[config.mk]
export PLATFORM = sky130hd
export DESIGN_NAME = program_loader
export DESIGN_NICKNAME = d
export VERILOG_FILES = /design/src/rtl/program_loader.sv
export SDC_FILE = /design/constraint.sdc
export NUM_CORES = 1
export LEC_CHECK = 0
export BUFFER_PORTS_ARGS = -buffer_cell sky130_fd_sc_hd__buf_2
export CAP_MARGIN = 20
export CORE_MARGIN = 2
export CORE_UTILIZATION = 45
export DETAILED_ROUTE_END_ITERATION = 16
export PLACE_DENSITY = 0.68
export SLEW_MARGIN = 20
export SYNTH_ARGS = -nofsm -noshare
export SYNTH_HDL_FRONTEND = slang
export SYNTH_SLANG_ARGS = --single-unit
[constraint.sdc]
create_clock -name clk -period 4.8 [get_ports clk]
set_clock_uncertainty 0.15 [all_clocks]
set_input_delay 0.48 -clock clk [delete_from_list [all_inputs] [get_ports clk]]
set_output_delay 0.48 -clock clk [all_outputs]
set_load 0.01 [all_outputs]
[src/rtl/program_loader.sv]
// Streams a 16-byte image into the RAM programming port, zero-fills the tail, then reads back and checksums it.
// Latency: 33 cycles start->done plus one per in_valid stall; backpressure: in_ready is high in LOAD only, independent of in_valid.
module program_loader (
    input  logic       clk,
    input  logic       rst,
    input  logic       start,
    input  logic       in_valid,
    input  logic [7:0] in_data,
    input  logic       in_last,
    output logic       in_ready,
    output logic       ram_manual_mode,
    output logic       ram_manual_read,
    output logic [3:0] ram_address,
    output logic [7:0] ram_program_switches,
    input  logic [7:0] ram_data,
    output logic       busy,
    output logic       done,
    output logic       error
);

    typedef enum logic [1:0] {
        S_IDLE,
        S_LOAD,
        S_FILL,
        S_VERIFY
    } state_t;

    state_t     state_q, state_d;
    logic [3:0] ptr_q, ptr_d;
    logic [7:0] wsum_q, wsum_d;
    logic [7:0] rsum_q, rsum_d;
    logic       done_q, done_d;
    logic       error_q, error_d;

    always_ff @(posedge clk or posedge rst) begin
        if (rst) begin
            state_q <= S_IDLE;
            ptr_q   <= 4'd0;
            wsum_q  <= 8'd0;
            rsum_q  <= 8'd0;
            done_q  <= 1'b0;
            error_q <= 1'b0;
        end else begin
            state_q <= state_d;
            ptr_q   <= ptr_d;
            wsum_q  <= wsum_d;
            rsum_q  <= rsum_d;
            done_q  <= done_d;
            error_q <= error_d;
        end
    end

    always_comb begin
        state_d              = state_q;
        ptr_d                = ptr_q;
        wsum_d               = wsum_q;
        rsum_d               = rsum_q;
        done_d               = 1'b0;
        error_d              = error_q;
        in_ready             = 1'b0;
        ram_manual_read      = 1'b0;
        ram_address          = 4'd0;
        ram_program_switches = 8'd0;
        busy                 = 1'b1;

        case (state_q)
            S_IDLE: begin
                busy = 1'b0;
                // The done cycle is already IDLE, but a start there must wait one more cycle.
                if (start && !done_q) begin
                    ptr_d   = 4'd0;
                    wsum_d  = 8'd0;
                    rsum_d  = 8'd0;
                    error_d = 1'b0;
                    state_d = S_LOAD;
                end
            end
            S_LOAD: begin
                in_ready    = 1'b1;
                ram_address = ptr_q;
                if (in_valid) begin
                    ram_manual_read      = 1'b1;
                    ram_program_switches = in_data;
                    wsum_d               = wsum_q + in_data;
                    if (ptr_q == 4'd15) begin
                        ptr_d   = 4'd0;
                        state_d = S_VERIFY;
                    end else begin
                        ptr_d = ptr_q + 4'd1;
                        if (in_last) begin
                            state_d = S_FILL;
                        end
                    end
                end
            end
            S_FILL: begin
                ram_manual_read = 1'b1;
                ram_address     = ptr_q;
                if (ptr_q == 4'd15) begin
                    ptr_d   = 4'd0;
                    state_d = S_VERIFY;
                end else begin
                    ptr_d = ptr_q + 4'd1;
                end
            end
            S_VERIFY: begin
                ram_address = ptr_q;
                rsum_d      = rsum_q + ram_data;
                if (ptr_q == 4'd15) begin
                    error_d = error_q | (rsum_d != wsum_q);
                    done_d  = 1'b1;
                    ptr_d   = 4'd0;
                    state_d = S_IDLE;
                end else begin
                    ptr_d = ptr_q + 4'd1;
                end
            end
            default: begin
                state_d = S_IDLE;
            end
        endcase
    end

    assign ram_manual_mode = busy;
    assign done            = done_q;
    assign error           = error_q;

endmodule

==> metrics.cfg <==
[run_status]
outcome = finished clean

[flow_run]
max_cap_viol_count = 0

[timing]
fmax_mhz = 365
grt_setup_unrepaired = false
report.final.slew_viol_count = 0
finalSetupViolCount = 0
hold_viol = 0
slew_headroom = 0.527
tightest_slew_ps = 708
finalCriticalPeriod_ps = 2740
fin_crit_sh = 0.570
fin_setup_tns_ps = 0

[detailed_routing]
drt-initial-drc-count = 54
drt_pass1_iterations = 4
remaining_drc_errors = 0
antenna_left = 0
drt_wl_total_um = 4260
viasPerCell = 5.64
wl_per_cell_um = 14.4
num_vias = 1663

[setup_path]
path_class = reg2reg
cp.required_ps = 4810
critPathTopFamily = compound AO/OA/AOI/OAI gates
cp-start-kind = flip-flop
cp_slowest_cell = fa_1
endpoint_kind = flip-flop
slowest_delay_ps = 490
worstPathMaxFanout = 2
path_buf_inv = 0
arrival_ps = 2740
path_cells = ha_1 > fa_1 > xor2_1 > a2111oi_4 > o2111ai_1 > a2111o_1 > a2111oi_2 > a211oi_1

[placed_design]
place_congestion = 0.907
dp_cells = 290
place_hpwl_um = 3300
portBuffers = 38

[grt]
grt_max_degree = 25
antenna_found_initial = 0
overflow = 0
grt_pass1_wl_um = 7180
groute.usage.overall = 0.180
grt_pass1_vias = 1576

[logic_synthesis]
ys_seq_area_frac = 0.307
post-synth-top-count-cell = dfrtp_1
synth.net_count = 256
synth.area.top_cells = dfrtp_1 (31%), ha_1 (13%), a22o_1 (6.3%), xnor2_1 (4.9%), a21oi_1 (4.6%)
synth_seq_cells = 24
synth_compound_area_frac = 0.241
syn_inst = 213
ys_types = 44
synthXorXnorAreaFrac = 0.0849
syn_avg_cell_area_um2 = 9.20
synth_edf_count = 0
synth_top_area_cell = dfrtp_1
synth_top_family_by_area = compound AO/OA/AOI/OAI gates
synth_top_area_frac = 0.307
synthFlopType = dfrtp_1
synthMuxAreaShare = 0
synthSimpleGateAreaFrac = 0.176
synth_fa_ha_area_frac = 0.148
ys_warn_count = 0
synth_common_cells = dfrtp_1 (24), ha_1 (20), a21oi_1 (18)
ys_async_sr_fraction = 1.00
syn-cell-area_um2 = 1960

[layout]
antenna_cells = 0
final_nets = 289
syn2layout_area_growth_pct = 13.3
fin_cells = 295
fillers = 412
final_layout_size_suffix_gt1_frac = 0.188

[die]
die-area_um2 = 4900
initial_utilization = 0.479
die_x_um = 70.0
coreArea_um2 = 4090
num_io_pins = 39
die_y_um = 70.0
rows = 23

[power]
finalPower_mw = 1.37
ir_drop_v = 0.000292
leakage_nw = 1.13
p_per_area_nw_per_um2 = 617

[cts]
clkTransAtPathRegs_ps = 90
cts_buffer_depth = 2
postCtsSetupBuffers = 0
cts-root-buf = clkbuf_8
cts_max_level = 1
clk_latency_ps = 280
holdBufCountCts = 0
clock-sinks = 24
cts_resized = 0
cts_buffers = 3
cts_tree = yes

[min_path]
min_path_type = in2async

where the power goes:
group / internal, mW / total [mW] / switching, mW
clock: 0.0735 / 0.142 / 0.0689
combinational: 0.390 / 0.870 / 0.480
sequential: 0.280 / 0.358 / 0.0779
cell usage in the layout (no fill, tap or decap), types with 2 or more instances in the layout:
master	count
o31ai_1	3
ha_1	20
a21oi_1	18
and3_1	10
nor2b_1	8
o21ai_0	9
xor2_1	8
nand3_1	6
nor2_1	10
fa_1	2
inv_1	7
a21o_1	6
xnor2_1	11
dfrtp_1	24
buf_2	38
nand2b_1	4
a22o_1	14
clkbuf_8	4
a211oi_1	3
nand2_1	13
nor3_1	5
registers in the layout (all words and copies together), names as in the netlist:
signal / count
error: 1
rsum_q: 8
wsum_q: 8
ptr_q: 4
state_q: 2
done: 1
per-stage QoR:
step | area (µm²) | hold WS [ps] | setup slack, ps | utilization
2_1_floorplan | 1960 | 324 | 2070 | -
3_3_place_gp | 2150 | 344 | 1870 | 0.527
3_5_place_dp | 2150 | 354 | 1840 | 0.527
4_1_cts | 2210 | 288 | 2040 | 0.541
5_1_grt | 2220 | 51.4 | 1920 | 0.543
6_report | 2220 | 1.92 | 2060 | 0.543
final timing paths:
| check | start | end | slack (ps) | depth (start not counted) |
|---|---|---|---|---|
| worst min-delay path | rst | state_q[0] | 2 | 2 |
| worst max register to register | rsum_q[0] | error | 2060 | 8 |
| min in group clk | rsum_q[4] | rsum_q[4] | 360 | 1 |
| max in group asynchronous | rst | wsum_q[6] | 4030 | 3 |
| worst min register to register | rsum_q[4] | rsum_q[4] | 360 | 1 |
| worst max-delay path | rsum_q[0] | error | 2060 | 8 |
routing by layer:
metal,part of all wire,global-route usage
met3,0.036,0.0159
met4,0.016,0.0641
met5,0,0
met2,0.43,0.293
met1,0.52,0.249
final cells by class:
| cell class | instances | area [µm²] | share of cell area |
|---|---|---|---|
| inverter | 7 | 26.3 | 0.0118 |
| sequential | 24 | 601 | 0.270 |
| tap | 50 | 62.6 | 0.0282 |
| multi-input combinational | 171 | 1270 | 0.574 |
| timing repair buffer | 39 | 201 | 0.0907 |
| clock buffer | 4 | 55.1 | 0.0248 |
logic make-up (layout without fill, tap and decap cells):
logic type | after synthesis | in the layout
flops | 24 | 24
xor+xnor | 19 | 19
simple gates | 65 | 65
buf+inv | 18 | 50
fa+ha+maj | 22 | 22
compound gates | 65 | 65
No activity file was read; power rests on OpenSTA's default activity.
